==> src/rtl/ddr_write_sink.sv <==
// ---------------------------------------------------------------------------
// ddr_write_sink
//
// Single-clock stand-in for the board memory write path. The board system
// clock is re-exported as ui_clk. After reset the block counts out an
// initialisation/calibration period. When that period ends it raises
// c0_init_calib_complete. From then on it stores one DATA_W-bit word per
// cycle, while wr_en is high, into an internal array. Words go to
// sequential addresses, and the address wraps at DEPTH.
//
// Optional feature (compile-time macro DDR_WRITE_SINK_READBACK_EN):
//   adds a registered read port (rd_addr in, rd_data out). The read has a
//   1-cycle latency. A read and a write to the same address in the same
//   cycle return the old data. Without the macro the array is write-only.
//
// Ports:
//   user_si570_sysclk_clk_p  in   clock; all logic on its rising edge
//   user_si570_sysclk_clk_n  in   clock complement; unused
//   rst_n                    in   asynchronous active-low reset
//   reset                    in   synchronous active-high soft reset
//   ui_clk                   out  feed-through of user_si570_sysclk_clk_p
//   din                      in   write data (DATA_W bits)
//   wr_en                    in   write strobe, one word per cycle
//   c0_init_calib_complete   out  high once writes are accepted
//   wr_ptr                   out  address used by the next accepted write
//   wr_count                 out  accepted writes since reset, saturating
//   rd_addr / rd_data             readback port (macro builds only)
// ---------------------------------------------------------------------------
module ddr_write_sink #(
  parameter int DATA_W       = 128,
  parameter int DEPTH        = 1024,
  parameter int CALIB_CYCLES = 1000
) (
  input  logic                     user_si570_sysclk_clk_p,
  input  logic                     rst_n,
  input  logic                     user_si570_sysclk_clk_n,
  input  logic                     reset,
  output logic                     ui_clk,
  input  logic [DATA_W-1:0]        din,
  input  logic                     wr_en,
  output logic                     c0_init_calib_complete,
  output logic [$clog2(DEPTH)-1:0] wr_ptr,
`ifdef DDR_WRITE_SINK_READBACK_EN
  output logic [15:0]              wr_count,
  input  logic [$clog2(DEPTH)-1:0] rd_addr,
  output logic [DATA_W-1:0]        rd_data
`else
  output logic [15:0]              wr_count
`endif
);

  localparam int ADDR_W = $clog2(DEPTH);
  // The counter only has to hold 0 .. CALIB_CYCLES-1.
  localparam int CNT_W  = (CALIB_CYCLES > 1) ? $clog2(CALIB_CYCLES) : 1;
  localparam logic [CNT_W-1:0] CNT_LAST = CNT_W'(CALIB_CYCLES - 1);

  logic              clk;
  logic              unused_clk_n;

  logic [CNT_W-1:0]  cnt_q, cnt_d;
  logic              calib_q, calib_d;
  logic [ADDR_W-1:0] wr_ptr_q, wr_ptr_d;
  logic [15:0]       wr_count_q, wr_count_d;
  logic              wr_accept;

  logic [DATA_W-1:0] mem_q [DEPTH];

  assign clk          = user_si570_sysclk_clk_p;
  assign ui_clk       = user_si570_sysclk_clk_p;
  assign unused_clk_n = user_si570_sysclk_clk_n;

  // The soft reset blocks acceptance, so it has priority over wr_en.
  assign wr_accept = wr_en & calib_q & ~reset;

  always_comb begin
    cnt_d      = cnt_q;
    calib_d    = calib_q;
    wr_ptr_d   = wr_ptr_q;
    wr_count_d = wr_count_q;
    if (reset) begin
      cnt_d      = '0;
      calib_d    = 1'b0;
      wr_ptr_d   = '0;
      wr_count_d = '0;
    end else begin
      // When the counter reaches its last value it freezes there, and the
      // done flag stays high until the next reset.
      if (!calib_q) begin
        if (cnt_q == CNT_LAST) begin
          calib_d = 1'b1;
        end else begin
          cnt_d = cnt_q + CNT_W'(1);
        end
      end
      if (wr_accept) begin
        // DEPTH is a power of two, so the natural overflow wraps to 0.
        wr_ptr_d = wr_ptr_q + ADDR_W'(1);
        if (wr_count_q != 16'hFFFF) begin
          wr_count_d = wr_count_q + 16'd1;
        end
      end
    end
  end

  always_ff @(posedge clk or negedge rst_n) begin
    if (!rst_n) begin
      cnt_q      <= '0;
      calib_q    <= 1'b0;
      wr_ptr_q   <= '0;
      wr_count_q <= '0;
    end else begin
      cnt_q      <= cnt_d;
      calib_q    <= calib_d;
      wr_ptr_q   <= wr_ptr_d;
      wr_count_q <= wr_count_d;
    end
  end

  // The array has no reset; words survive both kinds of reset.
  always_ff @(posedge clk) begin
    if (wr_accept) begin
      mem_q[wr_ptr_q] <= din;
    end
  end

`ifdef DDR_WRITE_SINK_READBACK_EN
  logic [DATA_W-1:0] rd_data_q;

  // This non-blocking read samples the array before a same-edge write
  // lands, so a read and a write to the same address return the old word.
  always_ff @(posedge clk or negedge rst_n) begin
    if (!rst_n) begin
      rd_data_q <= '0;
    end else begin
      rd_data_q <= mem_q[rd_addr];
    end
  end

  assign rd_data = rd_data_q;
`endif

  assign c0_init_calib_complete = calib_q;
  assign wr_ptr                 = wr_ptr_q;
  assign wr_count               = wr_count_q;

endmodule

==> config.mk <==
export PLATFORM = sky130hd
export DESIGN_NAME = ddr_write_sink
export DESIGN_NICKNAME = d
export VERILOG_FILES = /design/src/rtl/ddr_write_sink.sv
export SDC_FILE = /design/constraint.sdc
export NUM_CORES = 1
export LEC_CHECK = 0
export ABC_AREA = 1
export BUFFER_PORTS_ARGS = -buffer_cell sky130_fd_sc_hd__buf_4
export CORE_MARGIN = 2
export CORE_UTILIZATION = 42
export DETAILED_ROUTE_END_ITERATION = 6
export PLACE_DENSITY = 0.86
export SLEW_MARGIN = 20
export SYNTH_ARGS = -nofsm -noshare
export SYNTH_HDL_FRONTEND = slang
export SYNTH_SLANG_ARGS = --single-unit
==> constraint.sdc <==
create_clock -name user_si570_sysclk_clk_p -period 4.5 [get_ports user_si570_sysclk_clk_p]
set_input_delay 0 -clock user_si570_sysclk_clk_p [delete_from_list [all_inputs] [get_ports user_si570_sysclk_clk_p]]
set_output_delay 0 -clock user_si570_sysclk_clk_p [all_outputs]
set_load 0.1 [all_outputs]
# Yosys cells after proc, flatten, opt, wreduce, memory -nomap -nowiden
# Index checks and enable logic that the tools add are counted.
totals:
  regBits: 37
  latchBits: 0
  mem_bits_rw: 0
  romBits: 0
  output_inout_bits: 28
  elab_cells: 29
  mem_count: 0
classes:
  add_sub_neg: 3
  multipliers: 0
  div: 0
  magnitude_cmp: 0
  eq_ne: 4
  n_shift: 0
  mux: 11
  n_bitwise: 3
  reduce_logical: 4
ops:
  columns: ["op", "n"]
  rows:
  - ["10-bit 2-to-1 mux", 5]
  - ["16-bit 2-to-1 mux", 3]
  - ["10-bit by 1-bit adder with 10-bit output, second input constant", 2]
  - ["16-bit by 1-bit adder with 16-bit output, second input constant", 1]
  - ["16-bit != test, second input constant", 1]
  - ["10-bit == test, second input constant", 1]
  - ["2-bit != test, second input constant", 2]
  - ["2-bit AND reduction", 2]
  - ["2-bit nonzero test", 2]
  - ["1-bit 2-to-1 mux", 3]
  - ["1-bit bitwise AND", 2]
  - ["1-bit inverter", 1]

# Longest topological paths before layout
# Gate-level depths: netlist of the first run.
logic_depth:
  ltp_word: 4
  ltp_mapped: 10
  ltp_nobuf: 10

==> results.toml, run 1 <==
[status]
outcome = "finished clean"

[route]
num_vias = 1985
drt-wirelength-per-cell_um = 12.7
detail_route.vias_per_cell = 4.95
dr_wl_met2_um = 2430
topRoutingLayerUsed = "met4"
wl_met1_um = 2230
met3_length_um = 285
drc = 0
drt_first_iter_violations = 111
drtPass1Iterations = 4
final_antenna_net_count = 0
routed_wirelength_um = 5090

[sta]
rsz0062_at_grt = "false"
skew_ps = 3.27
slew_viol_final = 0
finalWorstSetupSlack_ps = 1810
final_hold_viol_count = 0
worst_pin_slew_ps = 782
relSlewSlack = 0.478
setup_viol_count_final = 0
setup_tns_ps = 0

[floorplan]
fp-row-count = 25
die_w_um = 74.9
fp.dieArea_mm2 = 0.00562
die_h_um = 74.9
initial_core_util = 0.442
coreArea_mm2 = 0.00479
io_pins = 161

[synthesis]
netlist_instances = 296
yosysUniqueCellTypes = 26
ys_seq_elements = 37
synth_top_area_share = 0.438
synth_nets = 432
yosysTopAreaCell = "dfrtp_1"
syn_area_mm2 = 0.00211
ys_seq_area_frac = 0.438
yosys_warnings = 0
syn_area_per_cell_um2 = 7.14
yosys-top-cells-area = "dfrtp_1, nand2_1, inv_1"

[power]
p_seq_frac = 0.451
power_switching_mw = 0.230
powerDensity_mw_per_mm2 = 293
power.share.switching = 0.309
leakagePower_nw = 1.31
power_frac_clock = 0.518
pwr-share-comb = 0.031
p_int_mw = 0.515
ir_worst_vdd_v = 0.000603

[setup_path]
cp_data_required_time_ps = 4500
critPathMaxFanout = 2
reg2reg_depth = 9
reg2reg_from = "wr_count[0]$_DFFE_PN0P_"
critPathCaptureType = "output pin"
r2r_slack_ps = 2790
r2r-end = "wr_count[10]$_DFFE_PN0P_"
crit_type = "clock port to output pin"
worstPathArrival_ps = 2690
critPathLaunchType = "clock port"

[cells_and_area]
drive_gt1_frac = 0.153
final_cell_count_no_fill = 401
area_delta_synth_final_pct = 20.2
antennaDiodeCount = 0
num-nets-final = 469
fin_area_mm2 = 0.00254

[place]
place_ws_ps = 2040
place_area_mm2 = 0.00239
dp_cells = 388
place_congestion = 0.871
io_buffers = 31
hpwl_um = 3640

[min_path]
hp-class = "input pin to flip-flop"
hold_path_depth = 4
worstHoldStart = "wr_en"
whs_endpoint = "wr_ptr[0]$_DFFE_PN0P_"

[global_routing]
grt_first_pass_wirelength_um = 8700
grt_pass1_vias = 1990
antenna_found_initial = 0
grt_max_degree = 38
grt_use_total = 0.208
grt_overflow = 0

[cts]
postCtsSetupBuffers = 0
cts_tree = "done"
clock_insertion_delay_worst_skew_ps = 400
clkSlewWorstSetupHoldPaths_ps = 80

[job]
max_cap_viol_count = 0
==> metal layers <==
metal,up-vias,global-route usage
li1,1006,-
met1,905,0.243
met2,63,0.343
met3,11,0.0669
met4,0,0.107
met5,-,0
==> cell usage after synthesis, drive strengths merged <==
library cell / number
dfrtp: 37
ha: 3
a21oi: 5
clkbuf: 2
buf: 4
nor3: 8
o21ai: 19
nor2: 36
nand4: 5
xnor2: 2
or2: 2
inv: 37
nand3: 25
and2: 1
o21bai: 2
nand2: 99
nand3b: 1
xor2: 8
==> cell families after synthesis <==
family | Yosys count | share of synthesized area
adder cells (fa/ha/maj) | 3 | 0.0178
flip-flops | 37 | 0.438
AO/OA/AOI/OAI | 26 | 0.0639
XOR/XNOR | 10 | 0.0414
buffers and inverters | 43 | 0.0829
AND/OR/NAND/NOR | 177 | 0.356
==> final cells by class <==
cell class	count	area, um2
Timing Repair Buffer	32	245
Tap cell	67	83.8
Clock inverter	3	17.5
Sequential cell	37	926
Inverter	37	139
Fill cell	458	2240
Multi-Input combinational cell	216	1010
Clock buffer	9	118
==> power by group through the flow <==
stage,clock network (mW),registers (mW),logic (mW)
floorplan,0.0839,0.343,0.0117
global placement,0.0839,0.343,0.0222
detailed placement,0.0839,0.343,0.0228
CTS,0.390,0.336,0.0241
global route,0.410,0.337,0.0271
finish,0.386,0.336,0.0233
==> cell usage in the layout, fill, tap and decap left out, types with 8 or more instances in the layout <==
master,count
inv_1,36
clkbuf_8,8
nand3_1,24
dfrtp_1,37
o21ai_0,18
nor3_1,8
xor2_1,8
buf_4,31
nor2_1,34
nand2_1,96
==> stage by stage <==
step / hold WS [ps] / total power [mW] / utilization
CTS: 29.2 / 0.750 / 0.531
global route: 93.6 / 0.773 / 0.531
floorplan: -296 / 0.438 / -
detailed placement: 5.50 / 0.450 / 0.500
global placement: 1.23 / 0.449 / 0.500
finish: 44.4 / 0.745 / 0.531
==> what timing repair did <==
item                      in CTS  in global routing
resized for setup              0                  0
hold endpoints to repair      44                  0
hold buffers                   2                  0
==> critical path: stages <==
cell,delay (ps)
clkbuf_8,110
clkbuf_8,120
buf_4,220
==> state kept, by name (all words and copies together) (netlist names) <==
| signal | flops |
|---|---|
| wr_count | 16 |
| c0_init_calib_complete | 1 |
| wr_ptr | 10 |
| cnt_q | 10 |
==> worst max path at each step <==
| stage | slack [ps] | from | end | cells after the start |
|---|---|---|---|---|
| after floorplan | 2040 | user_si570_sysclk_clk_p | ui_clk | 1 |
| after global placement | 2040 | user_si570_sysclk_clk_p | ui_clk | 1 |
| after detailed placement | 2040 | user_si570_sysclk_clk_p | ui_clk | 1 |
| after CTS | 1800 | user_si570_sysclk_clk_p | ui_clk | 3 |
| after global routing | 1800 | user_si570_sysclk_clk_p | ui_clk | 3 |
| final | 1810 | user_si570_sysclk_clk_p | ui_clk | 3 |
Power figures use the tool's default switching activity.
==> inputs of run 2 (changes only) <==
Settings changed: CORE_UTILIZATION 42 to 36, PLACE_DENSITY 0.86 to 0.78.
Clock period 4.5 ns to 2.2 ns, I/O delays scaled along.
==> results.toml, run 2 (synthesis gave the netlist of run 1 again) <==
[setup_path]
cp_data_required_time_ps = 2500
r2r_slack_ps = 560
critPathMaxFanout = 18
cp-startpoint = "wr_count[0]$_DFFE_PN0P_"
critPathLaunchType = "flip-flop"
reg2reg_from = "wr_count[0]$_DFFE_PN0P_"
worstPathArrival_ps = 1940
crit_type = "flip-flop to flip-flop"
critPathCaptureType = "flip-flop"

[global_routing]
grt_pass1_vias = 1842
grt_overflow = 0
antenna_found_initial = 0
grt_use_total = 0.163
grt_first_pass_wirelength_um = 8210
grt_max_degree = 38

[sta]
setup_tns_ps = 0
finalWorstSetupSlack_ps = 555
fin_crit_ps = 1640
worst_hold_slack_ps = 85.0
setup_viol_count_final = 0
worst_pin_slew_ps = 515
fmax_mhz = 608
final_hold_viol_count = 0
slew_viol_final = 0
relSlewSlack = 0.656
skew_ps = 2.76
rsz0062_at_grt = "false"
min_period_over_period = 0.748

[floorplan]
die_h_um = 80.6
fp.dieArea_mm2 = 0.00650
die_w_um = 80.6
io_pins = 161
fp-row-count = 27
coreArea_mm2 = 0.00557
initial_core_util = 0.379

[power]
power.share.switching = 0.298
power_switching_mw = 0.452
p_int_mw = 1.06
ir_worst_vdd_v = 0.00121
powerDensity_mw_per_mm2 = 594
finalPower_mw = 1.52
power_frac_clock = 0.514
p_seq_frac = 0.454
pwr-share-comb = 0.032
leakagePower_nw = 1.30

[cells_and_area]
final_cell_count_no_fill = 407
drive_gt1_frac = 0.152
final_common_cell = "nand2_1"
area_delta_synth_final_pct = 20.7
fin_area_mm2 = 0.00255
largest_reg_flops = 16
final_cell_mix = "nand2_1, inv_1, dfrtp_1"
num-nets-final = 470
antennaDiodeCount = 0
post-route-util = 0.458
fillers = 545

[cts]
cts_resized = 0
cts_hold_buf = 2
clkSlewWorstSetupHoldPaths_ps = 70
clock_insertion_delay_worst_skew_ps = 390
cts_tree = "done"
postCtsSetupBuffers = 0

[place]
hpwl_um = 3480
place_ws_ps = 592
place_congestion = 0.847
io_buffers = 31
place_area_mm2 = 0.00241
dp_cells = 394

[route]
num_vias = 1977
drc = 0
drt_first_iter_violations = 123
drtPass1Iterations = 4
routed_wirelength_um = 4810
final_antenna_net_count = 0
detail_route.vias_per_cell = 4.86
drt-wirelength-per-cell_um = 11.8

[job]
max_cap_viol_count = 0

[min_path]
hp-class = "input pin to flip-flop"
worstHoldStart = "wr_en"

[status]
outcome = "finished clean"
[run 2: final timing paths]
path,endpoint,depth (start not counted)
worst max-delay path,wr_count[0]$_DFFE_PN0P_,9
worst min-delay path,wr_ptr[0]$_DFFE_PN0P_,4
worst max register to register,wr_count[0]$_DFFE_PN0P_,9
worst min register to register,cnt_q[1]$_DFFE_PN0P_,2
max in group asynchronous,wr_count[1]$_DFFE_PN0P_,2
min in group asynchronous,wr_count[15]$_DFFE_PN0P_,2
[run 2: worst max-delay path, cell delays in order, from the launching register on]
cell and delay [ps]:
dfrtp_2 400, ha_1 220, nand2_1 70, nor2_1 210, nand2_2 110, inv_2 80, nand3_2 90, nand2_4 210
nand2_1 70, o21ai_0 80
[run 2: layer usage]
layer / GRT usage / up-vias / routed length [um]
li1: - / 999 / -
met5: 0.0182 / - / 0
met2: 0.247 / 65 / 2100
met1: 0.214 / 907 / 2250
met4: 0.0695 / 0 / 70
met3: 0.0494 / 6 / 397
[run 2: final cells by class]
class / count / area (um2) / share of cell area
flip-flops and latches: 37 / 928 / 0.364
clock buffers: 12 / 129 / 0.0505
multi-input cells: 216 / 1010 / 0.397
well taps: 72 / 90.1 / 0.0353
inverters: 37 / 139 / 0.0544
repair buffers: 33 / 253 / 0.0991
[run 2: power groups by stage]
stage                     Sequential (mW)  Combinational [mW]  Clock (mW)
after floorplan                     0.701              0.0239       0.172
after global placement              0.701              0.0457       0.172
after detailed placement            0.701              0.0465       0.172
after CTS                           0.688              0.0499       0.806
after global routing                0.688              0.0551       0.819
final                               0.688              0.0479       0.779
